File: src/rtl/md5_cand_gen_pkg.sv
// md5_search_pkg: shared constants and types for the MD5 password-search datapath.
// Ports: none (package). Provides DIGITS, ASCII_ZERO, LANES_DEFAULT, ZERO_CAND and the FSM state enum.
package md5_search_pkg;
    localparam int DIGITS = 8;
    localparam logic [7:0] ASCII_ZERO = 8'h30;
    localparam int LANES_DEFAULT = 3;
    localparam logic [63:0] ZERO_CAND = {DIGITS{ASCII_ZERO}};
    typedef enum logic {S_IDLE, S_RUN} state_t;
endpackage

File: src/rtl/md5_cand_gen_if.sv
// md5_cand_gen_if: control and candidate-beat bundle between the search FSM, the generator and the md5 core array.
// Ports (signals): start/stop/start_val control, out_ready/out_valid handshake, out_cand/out_lane_mask beat payload,
// busy/done/beat_count status. master = generator side, slave = consumer/controller side.
interface md5_cand_gen_if #(
    parameter int LANES = md5_search_pkg::LANES_DEFAULT
);
    logic start;
    logic stop;
    logic [63:0] start_val;
    logic out_ready;
    logic out_valid;
    logic [64*LANES-1:0] out_cand;
    logic [LANES-1:0] out_lane_mask;
    logic busy;
    logic done;
    logic [31:0] beat_count;
    modport master (
        input start, stop, start_val, out_ready,
        output out_valid, out_cand, out_lane_mask, busy, done, beat_count
    );
    modport slave (
        output start, stop, start_val, out_ready,
        input out_valid, out_cand, out_lane_mask, busy, done, beat_count
    );
endinterface

File: src/rtl/md5_cand_gen_bcd_ascii_add.sv
// bcd_ascii_add: combinational add of a small constant (0..9) to an 8-digit ASCII decimal value.
// Ports: a (64-bit ASCII, MSB byte = leftmost digit), inc (4-bit constant), sum (64-bit ASCII), carry_out (top-digit carry).
module bcd_ascii_add
    import md5_search_pkg::*;
(
    input  logic [63:0] a,
    input  logic [3:0]  inc,
    output logic [63:0] sum,
    output logic        carry_out
);
    logic [DIGITS:0] c;
    assign c[0] = 1'b0;
    for (genvar i = 0; i < DIGITS; i++) begin : g_dig
        logic [4:0] s;
        logic unused_hi;
        // Only the rightmost digit sees the constant; higher digits see at most a single carry.
        assign s = {1'b0, a[8*i +: 4]} + (i == 0 ? {1'b0, inc} : 5'd0) + {4'd0, c[i]};
        assign c[i+1] = s >= 5'd10;
        // Subtracting 10 in 4 bits is exact modulo 16, so the low nibble of s is enough.
        assign sum[8*i +: 8] = {ASCII_ZERO[7:4], c[i+1] ? s[3:0] - 4'd10 : s[3:0]};
        assign unused_hi = ^a[8*i+4 +: 4];
    end
    assign carry_out = c[DIGITS];
endmodule

File: src/rtl/md5_cand.sv
// md5_cand_gen: issues LANES ascending 8-digit ASCII password candidates per beat with valid/ready, stop and done.
// Ports: clk, reset_n (async active-low), bus (md5_cand_gen_if.master: start/stop/start_val in,
// out_ready in, out_valid/out_cand/out_lane_mask/busy/done/beat_count out).
module md5_cand_gen
    import md5_search_pkg::*;
#(
    parameter int LANES = LANES_DEFAULT
) (
    input logic clk,
    input logic reset_n,
    md5_cand_gen_if.master bus
);
    localparam logic [3:0] STEP = 4'(LANES);
    state_t state;
    logic [64*LANES-1:0] cand;
    logic [64*LANES-1:0] start_sum;
    logic [64*LANES-1:0] step_sum;
    logic [LANES-1:0] ovf;
    logic [LANES-1:0] start_cy;
    logic [LANES-1:0] step_cy;
    logic acc;
    logic exhaust;
    for (genvar k = 0; k < LANES; k++) begin : g_lane
        bcd_ascii_add u_start (
            .a(bus.start_val), .inc(4'(k)),
            .sum(start_sum[64*k +: 64]), .carry_out(start_cy[k])
        );
        bcd_ascii_add u_step (
            .a(cand[64*k +: 64]), .inc(STEP),
            .sum(step_sum[64*k +: 64]), .carry_out(step_cy[k])
        );
    end
    assign acc = bus.out_valid && bus.out_ready;
    assign exhaust = &(ovf | step_cy);
    assign bus.out_valid = state == S_RUN;
    assign bus.busy = state == S_RUN;
    assign bus.out_cand = cand;
    assign bus.out_lane_mask = ~ovf;
    always_ff @(posedge clk or negedge reset_n) begin
        if (!reset_n) begin
            state <= S_IDLE;
            cand <= {LANES{ZERO_CAND}};
            ovf <= '1;
            bus.done <= 1'b0;
            bus.beat_count <= '0;
        end else begin
            bus.done <= 1'b0;
            if (state == S_IDLE) begin
                if (bus.start && !bus.stop) begin
                    cand <= start_sum;
                    ovf <= start_cy;
                    bus.beat_count <= '0;
                    // A malformed start_val that overflows every lane must not present an all-masked beat.
                    state <= &start_cy ? S_IDLE : S_RUN;
                    bus.done <= &start_cy;
                end
            end else begin
                if (acc) begin
                    cand <= step_sum;
                    ovf <= ovf | step_cy;
                    bus.beat_count <= bus.beat_count + 32'(bus.beat_count != '1);
                end
                if (bus.stop || (acc && exhaust)) state <= S_IDLE;
                bus.done <= !bus.stop && acc && exhaust;
            end
        end
    end
endmodule

File: src/flat_wrapper.sv
// flat-port wrapper written by rule: the top's interface ports become plain ports
module md5_cand_gen_flat import md5_search_pkg::*;
#(
    parameter int LANES = LANES_DEFAULT
)
  (clk, reset_n, bus_start, bus_stop, bus_start_val, bus_out_ready, bus_out_valid, bus_out_cand, bus_out_lane_mask, bus_busy, bus_done, bus_beat_count);
  md5_cand_gen_if #(.LANES(LANES)) bus_i ();
  input logic clk;
  input logic reset_n;
  input wire logic [$bits(bus_i.start)-1:0] bus_start;
  input wire logic [$bits(bus_i.stop)-1:0] bus_stop;
  input wire logic [$bits(bus_i.start_val)-1:0] bus_start_val;
  input wire logic [$bits(bus_i.out_ready)-1:0] bus_out_ready;
  output wire logic [$bits(bus_i.out_valid)-1:0] bus_out_valid;
  output wire logic [$bits(bus_i.out_cand)-1:0] bus_out_cand;
  output wire logic [$bits(bus_i.out_lane_mask)-1:0] bus_out_lane_mask;
  output wire logic [$bits(bus_i.busy)-1:0] bus_busy;
  output wire logic [$bits(bus_i.done)-1:0] bus_done;
  output wire logic [$bits(bus_i.beat_count)-1:0] bus_beat_count;
  assign bus_i.start = bus_start;
  assign bus_i.stop = bus_stop;
  assign bus_i.start_val = bus_start_val;
  assign bus_i.out_ready = bus_out_ready;
  assign bus_out_valid = bus_i.out_valid;
  assign bus_out_cand = bus_i.out_cand;
  assign bus_out_lane_mask = bus_i.out_lane_mask;
  assign bus_busy = bus_i.busy;
  assign bus_done = bus_i.done;
  assign bus_beat_count = bus_i.beat_count;
  md5_cand_gen #(.LANES(LANES)) u_core (.clk(clk), .reset_n(reset_n), .bus(bus_i));
endmodule
File: config.mk
export PLATFORM = sky130hd
export DESIGN_NAME = md5_cand_gen_flat
export DESIGN_NICKNAME = d
export VERILOG_FILES = /design/src/rtl/md5_cand_gen_pkg.sv /design/src/rtl/md5_cand_gen_if.sv /design/src/rtl/md5_cand_gen_bcd_ascii_add.sv /design/src/rtl/md5_cand.sv /design/src/flat_wrapper.sv
export SDC_FILE = /design/constraint.sdc
export NUM_CORES = 1
export LEC_CHECK = 0
export ABC_AREA = 1
export BUFFER_PORTS_ARGS = -buffer_cell sky130_fd_sc_hd__buf_2
export CORE_UTILIZATION = 55
export DETAILED_ROUTE_END_ITERATION = 10
export PLACE_DENSITY = 0.8
export SYNTH_ARGS = -nofsm -noshare
export SYNTH_HDL_FRONTEND = slang
export SYNTH_SLANG_ARGS = --single-unit
File: constraint.sdc
create_clock -name clk -period 10.4 [get_ports clk]
set_input_delay 0.52 -clock clk [delete_from_list [all_inputs] [get_ports clk]]
set_output_delay 0.52 -clock clk [all_outputs]
set_load 0.005 [all_outputs]
; Word level (Yosys, flattened, before mapping)
; Cells that the tools add are included.
[totals]
register_bits = 229
input_bits = 69
out_inout_bits = 230
word_cells = 227
[classes]
add_sub_neg = 96
magnitude_cmp = 48
eq_ne = 2
mux = 63
bitwise = 2
reduce_logical = 11
[ops]
columns = op, n
row1 = 2-to-1 mux 192 bit, 3
row2 = ">= comparator 5 x 4 -> 1 bit, second input constant", 47
row3 = adder 4 x 1 -> 5 bit, 42
row4 = 2-to-1 mux 4 bit, 48
row5 = "subtractor 4 bit, second input constant", 48
row6 = 2-to-1 mux 32 bit, 3
row7 = adder 32 x 1 -> 32 bit, 1
row8 = "inequality test 32 bit, second input constant", 1
row9 = "adder 4 x 2 -> 5 bit, second input constant", 4
row10 = 2-to-1 mux 3 bit, 3
row11 = 2-to-1 mux 1 bit, 6
row12 = AND reduction 3 bit, 2
row13 = "adder 4 x 1 -> 5 bit, second input constant", 1
row14 = logical AND 1 bit, 5
row15 = ">= comparator 4 bit, second input constant", 1
row16 = inverter 3 bit, 1
row17 = bitwise OR 3 bit, 1
row18 = "inequality test 2 bit, second input constant", 1
row19 = AND reduction 2 bit, 1
row20 = nonzero test 2 bit, 1
row21 = logical NOT 1 bit, 1
row22 = logical OR 1 bit, 1

; Depth between registers and ports, before layout
[depth]
depth_word = 22
ltp_mapped = 78
ltp_nobuf = 78

; Hierarchy
; A second synthesis with hierarchy kept.
[hier_totals]
cells_unflattened = 2879
area_unflattened_um2 = 20319.5
[by_module_without_submodules]
columns = mod, n_inst, cells_each, area_each_um2, seq_area_each_um2
row1 = md5_cand_gen, 1, 1397, 10935.5, 5794.3
row2 = bcd_ascii_add, 6, 247, 1564.0, 0.0

; Least setup slack after synthesis
; OpenSTA, ideal clock, no wires.
[synth_timing]
kind = reg2reg
startpoint = register u_core.cand[128], in the netlist u_core.bus.out_cand[128]
endpoint = register u_core.cand[186], in the netlist u_core.bus.out_cand[186]
setup_ns = 0.117
arrival_ns = 8.731
required_time_ns = 10.283
path_slack_ns = 1.553
path_stages_with_launch = 75
n_path_buf = 0
period_less_slack_ns = 8.847
path_cell_list = dfrtp_1 > inv_1 > ha_1 > inv_1 > nand2_1 > nand2_1 > inv_1 > ha_1 > inv_1 > nand3_1 > nand3_1 > ha_1 > ha_1 > xnor2_1 > ha_1 > nand2_1 > nand2_1 > nand2_1 > [... 39 more ...] > nand2_1 > nand2_1 > ha_1 > nand2_1 > nand2_1 > nand2_1 > ha_1 > ha_1 > inv_1 > nand2_1 > nand2_1 > inv_1 > ha_1 > or2_2 > nand3_1 > nand2_1 > nor2_1 > nor2_1
[synth_between]
elab_chain_cells = 19
word_cells_on_any_way = 20
cone_classes = add/sub (9) / order compare (8) / mux (3)
[synth_lines]
columns = item, line
row1 = start: declaration, md5_cand.sv:15  ; logic [64*LANES-1:0] cand;
row2 = start signal: assignment, md5_cand.sv:42  ; cand <= {LANES{ZERO_CAND}};
row3 = start signal: assignment, md5_cand.sv:50  ; cand <= start_sum;
row4 = start signal: assignment, md5_cand.sv:59  ; cand <= step_sum;
row5 = adder 4 x 2 -> 5 bit *, md5_cand_gen_bcd_ascii_add.sv:17  ; assign s = {1'b0, a[8*i +: 4]} + (i == 0 ? {1'b0, inc} : 5'd0) + {4'd0, c[i]};
row6 = >= comparator 5 x 4 -> 1 bit *, md5_cand_gen_bcd_ascii_add.sv:18  ; assign c[i+1] = s >= 5'd10;
row7 = adder 4 x 1 -> 5 bit *, md5_cand_gen_bcd_ascii_add.sv:17
row8 = >= comparator 5 x 4 -> 1 bit *, md5_cand_gen_bcd_ascii_add.sv:18
row9 = adder 4 x 1 -> 5 bit *, md5_cand_gen_bcd_ascii_add.sv:17
row10 = >= comparator 5 x 4 -> 1 bit *, md5_cand_gen_bcd_ascii_add.sv:18
row11 = adder 4 x 1 -> 5 bit *, md5_cand_gen_bcd_ascii_add.sv:17
row12 = >= comparator 5 x 4 -> 1 bit *, md5_cand_gen_bcd_ascii_add.sv:18
row13 = [... 3 more ...], n/a
row14 = >= comparator 5 x 4 -> 1 bit *, md5_cand_gen_bcd_ascii_add.sv:18
row15 = adder 4 x 1 -> 5 bit *, md5_cand_gen_bcd_ascii_add.sv:17
row16 = >= comparator 5 x 4 -> 1 bit *, md5_cand_gen_bcd_ascii_add.sv:18
row17 = adder 4 x 1 -> 5 bit *, md5_cand_gen_bcd_ascii_add.sv:17
row18 = subtractor 4 bit / >= comparator 5 x 4 -> 1 bit (equally long branches), "md5_cand_gen_bcd_ascii_add.sv:20, md5_cand_gen_bcd_ascii_add.sv:18"
row19 = 2-to-1 mux 4 bit *, md5_cand_gen_bcd_ascii_add.sv:20  ; assign sum[8*i +: 8] = {ASCII_ZERO[7:4], c[i+1] ? s[3:0] - 4'd10 : s[3:0]};
row20 = 2-to-1 mux 192 bit *, md5_cand.sv:58  ; if (acc) begin
row21 = 2-to-1 mux 192 bit *, md5_cand.sv:48  ; if (state == S_IDLE) begin
; Mark *: on every way between the ends. The rest lies on a longest branch, timed or not. The select of a mux whose other input is x is not followed.
; A chain may end at the register's enable or synchronous reset.

; Final worst setup path
[layout_timing]
startpoint = input port bus_start_val[1]
endpoint = register u_core.cand[185], in the netlist u_core.bus.out_cand[185]
[layout_between]
elab_chain_cells = 19
word_cells_on_any_way = 20
cone_classes = add/sub (9) / order compare (8) / mux (3)
[layout_lines]
columns = item, line
row1 = start: declaration, flat_wrapper.sv:12  ; input wire logic [$bits(bus_i.start_val)-1:0] bus_start_val;
row2 = adder 4 x 2 -> 5 bit *, md5_cand_gen_bcd_ascii_add.sv:17
row3 = >= comparator 5 x 4 -> 1 bit *, md5_cand_gen_bcd_ascii_add.sv:18
row4 = adder 4 x 1 -> 5 bit *, md5_cand_gen_bcd_ascii_add.sv:17
row5 = >= comparator 5 x 4 -> 1 bit *, md5_cand_gen_bcd_ascii_add.sv:18
row6 = adder 4 x 1 -> 5 bit *, md5_cand_gen_bcd_ascii_add.sv:17
row7 = >= comparator 5 x 4 -> 1 bit *, md5_cand_gen_bcd_ascii_add.sv:18
row8 = adder 4 x 1 -> 5 bit *, md5_cand_gen_bcd_ascii_add.sv:17
row9 = >= comparator 5 x 4 -> 1 bit *, md5_cand_gen_bcd_ascii_add.sv:18
row10 = [... 3 more ...], n/a
row11 = >= comparator 5 x 4 -> 1 bit *, md5_cand_gen_bcd_ascii_add.sv:18
row12 = adder 4 x 1 -> 5 bit *, md5_cand_gen_bcd_ascii_add.sv:17
row13 = >= comparator 5 x 4 -> 1 bit *, md5_cand_gen_bcd_ascii_add.sv:18
row14 = adder 4 x 1 -> 5 bit *, md5_cand_gen_bcd_ascii_add.sv:17
row15 = subtractor 4 bit / >= comparator 5 x 4 -> 1 bit (equally long branches), "md5_cand_gen_bcd_ascii_add.sv:20, md5_cand_gen_bcd_ascii_add.sv:18"
row16 = 2-to-1 mux 4 bit *, md5_cand_gen_bcd_ascii_add.sv:20
row17 = 2-to-1 mux 192 bit *, md5_cand.sv:49  ; if (bus.start && !bus.stop) begin
row18 = 2-to-1 mux 192 bit *, md5_cand.sv:48
; Marked as above.

==> results.toml <==
[routing]
dr.first_iter.drc_count = 1175
routed_wirelength_mm = 38.0
detail_route.drc_violations = 0
drt-vias-per-instance = 5.50
drt_pre_antenna_iters = 6
routed_wirelength_normalized_by_instance_count_um = 14.2
vias = 14700
ant_nets = 0

[floorplanning]
dieWidth_um = 161
io_pins = 299
chipHeight_um = 161
initial_core_util_pct = 56.6
die_area_um2 = 26000
fp_rows = 57
core_um2 = 24600

[run_status]
outcome = "finished, final reports clean"

[yosys]
ys_warn_count = 0
post_synth_instance_area_um2 = 13900
proportion_of_register_bits_with_asynchronous_set_or_reset_after_synthesis_pct = 100
flip_flop_and_latch_count_after_synthesis = 133
netlist-cell-type-count = 47
postSynthCellCount = 2184
synth_edf_count = 0
avgSynthCellArea_um2 = 6.38
synth_seq_area_share_pct = 23.9
synth_top_flop_cell = "dfrtp_1"

[cells_and_area]
final_stage_net_count = 2551
area_growth_pct = 12.1
layout_utilization_pct = 63.5
share_of_cells_above_drive_strength_1_pct = 14.7
antenna_diodes = 0
layout.cells.non_filler = 2675
layout.filler_cells = 2269

[clock_network]
max-clock-path-buffers = 2
clock_sinks = 133
cts-buffers-inserted = 17
cts.reportedPaths.clkPinSlew_ns = 0.07
cts_tree = "yes"
clk_root_buffer_cell = "clkbuf_16"
clk_latency_ns = 0.43
cts_max_level = 4

[setup_path]
cpMostUsedCell = "nand2_1"
worst_path_max_delay_cell = "ha_1"
timing.critical_path.slowest_cell_delay_ns = 0.34
startpoint_type = "input pin"
worst-endpoint-required_ns = 10.72
crit_arrival_ns = 10.03
path_class = "input pin to register"
worstPathMaxFanout = 8
reg2reg_setup_slack_ns = 0.77
critical-path-top-delay-family = "adder cells"
reg2reg_to = "u_core.bus.out_cand[185]$_DFFE_PN0P_"
reg2regPathDepth = 75
critPathCaptureType = "register"
worstReg2RegStart = "u_core.bus.out_cand[128]$_DFFE_PN0P_"
worst-path-buf-inv = 16

[worst_hold_path]
holdCritPathClass = "input pin to asynchronous set/reset pin"

[global_route]
grt_pass1_vias = 13400
antenna_found_initial = 0
grt_pass1_wl_mm = 62.0
grt.overflow.total = 0
grt_max_degree = 87
grt_usage_pct = 28.9

[placement]
place_hpwl_mm = 27.0
placement.setup.worst_slack_ns = 0.204
buffer_ports.inserted = 170
placed_cells_incl_taps = 2633
routabilityCongestion = 0.909

[timing]
report.final.slew_viol_count = 0
final.period_utilization_pct = 93.4
finalWorstPathRequiredPeriod_ns = 9.72
worst-slew-pin-transition_ns = 0.863
timing.fmax_mhz = 103
worst_case_headroom_to_the_max_slew_limit_pct = 42.5
report.final.setup_viol = 0
skew_ns = 0.0109
worst_slack_ns = 0.684
hold_viol = 0
setup_tns_ns = 0

[power_and_ir_drop]
post-layout-total-power_w = 0.00370
leakagePower_nw = 8.36
ir_worst_vdd_v = 0.000162
power_density_nw_per_um2 = 237

[run]
drv.max_cap_violation_count = 0
## what timing repair did
item	in CTS	in global routing
resized for setup	0	97
setup buffers	0	10
hold buffers	0	0
setup endpoints to repair	0	14
## metrics by stage
stage | cell area [µm²] | hold slack, ns
floorplan | 14300 | 0.224
global placement | 14700 | 0.490
detailed placement | 14700 | 0.493
CTS | 15200 | 0.204
global route | 15600 | 0.243
finish | 15600 | 0.179
## registers in the layout (all words and copies together) (netlist names)
signal and flops:
u_core.bus.out_cand 96, u_core.bus.beat_count 32, u_core.ovf 3, u_core.bus.busy 1, u_core.bus.done 1
## layout make-up
type,instances,area [µm²],area share [%]
flip-flops and latches,133,3330,21.3
repair buffers,188,992,6.35
clock inverters,14,153,0.977
multi-input cells,1725,9280,59.4
well taps,324,405,2.60
clock buffers,18,429,2.75
inverters,273,1020,6.56
## layout by cell type, fill, tap and decap left out, drive strengths merged, types with 11 or more instances in the layout
cell type | Yosys | final
inv | 273 | 277
conb | 2 | 96
o211ai | 25 | 25
nand3 | 269 | 269
o21ai | 103 | 103
nand2 | 689 | 689
clkbuf | 17 | 18
and2 | 26 | 26
nor3 | 19 | 19
a22oi | 24 | 24
ha | 144 | 144
a21oi | 50 | 50
buf | 130 | 188
nand4 | 50 | 50
nor2 | 177 | 177
o221ai | 11 | 11
dfrtp | 130 | 130
## kinds of logic (layout without fill, tap and decap cells)
family	after synthesis	count (layout)	share of synthesized area (%)
adders and majority gates	144	144	12.9
xor gates and xnor gates	8	8	0.503
DFF	133	133	23.9
and+or+nand+nor	1241	1241	38.3
AOI/OAI and AO/OA	236	236	10.1
buffers and inverters	420	493	14.2
other	2	96	0.0539
## Yosys cell counts, types with 5 or more instances
cell type / number / area [µm²]
nor3_2: 5 / 50.1
nand3_1: 265 / 1330
buf_2: 28 / 140
dfrtp_1: 130 / 3250
and2_1: 26 / 163
nor2_1: 170 / 638
o221ai_1: 11 / 96.3
a22oi_1: 24 / 180
o21ai_0: 88 / 440
nand2_1: 684 / 2570
nor3_1: 14 / 70.1
o211ai_1: 25 / 188
ha_1: 144 / 1800
o21ai_1: 15 / 75.1
inv_1: 266 / 998
inv_2: 7 / 26.3
a31oi_1: 5 / 31.3
buf_4: 99 / 743
nand4_1: 50 / 313
xor2_1: 5 / 43.8
a21oi_1: 50 / 250
clkbuf_1: 15 / 56.3
## worst max-delay path by stage
stage	from	end	slack (ns)	depth (start not counted)
after floorplan	u_core.bus.out_cand[128]$_DFFE_PN0P_	u_core.bus.out_cand[186]$_DFFE_PN0P_	1.55	74
after global placement	bus_start_val[1]	u_core.bus.out_cand[185]$_DFFE_PN0P_	0.54	76
after detailed placement	bus_start_val[1]	u_core.bus.out_cand[185]$_DFFE_PN0P_	0.20	76
after CTS	u_core.bus.out_cand[128]$_DFFE_PN0P_	u_core.bus.busy$_DFF_PN0_	0.17	73
after global routing	u_core.bus.out_cand[129]$_DFFE_PN0P_	u_core.bus.out_cand[185]$_DFFE_PN0P_	-0.14	77
final	bus_start_val[1]	u_core.bus.out_cand[185]$_DFFE_PN0P_	0.68	76
## worst register-to-register path: cells and delay by family (launching register included)
family                   cells  cell delay [ns]
AND/OR/NAND/NOR             40             3.43
buffers and inverters       11             0.69
adder cells (fa/ha/maj)     23             4.75
XOR/XNOR                     1             0.23
flip-flops                   1             0.41
## power breakdown
part	internal [W]	switching [W]	leakage [nW]
Sequential	0.000703	0.000236	1.69
Clock	0.000356	0.000260	0.274
Combinational	0.000876	0.00126	6.39
## layer usage
metal,vias to the layer above,track usage (%),share of wire [%]
li1,7304,-,-
met1,6753,35.8,43
met2,567,49.8,48
met3,84,4.57,6.4
met4,0,11.6,2.9
met5,-,0,0
No activity file was read; power rests on OpenSTA's default activity.
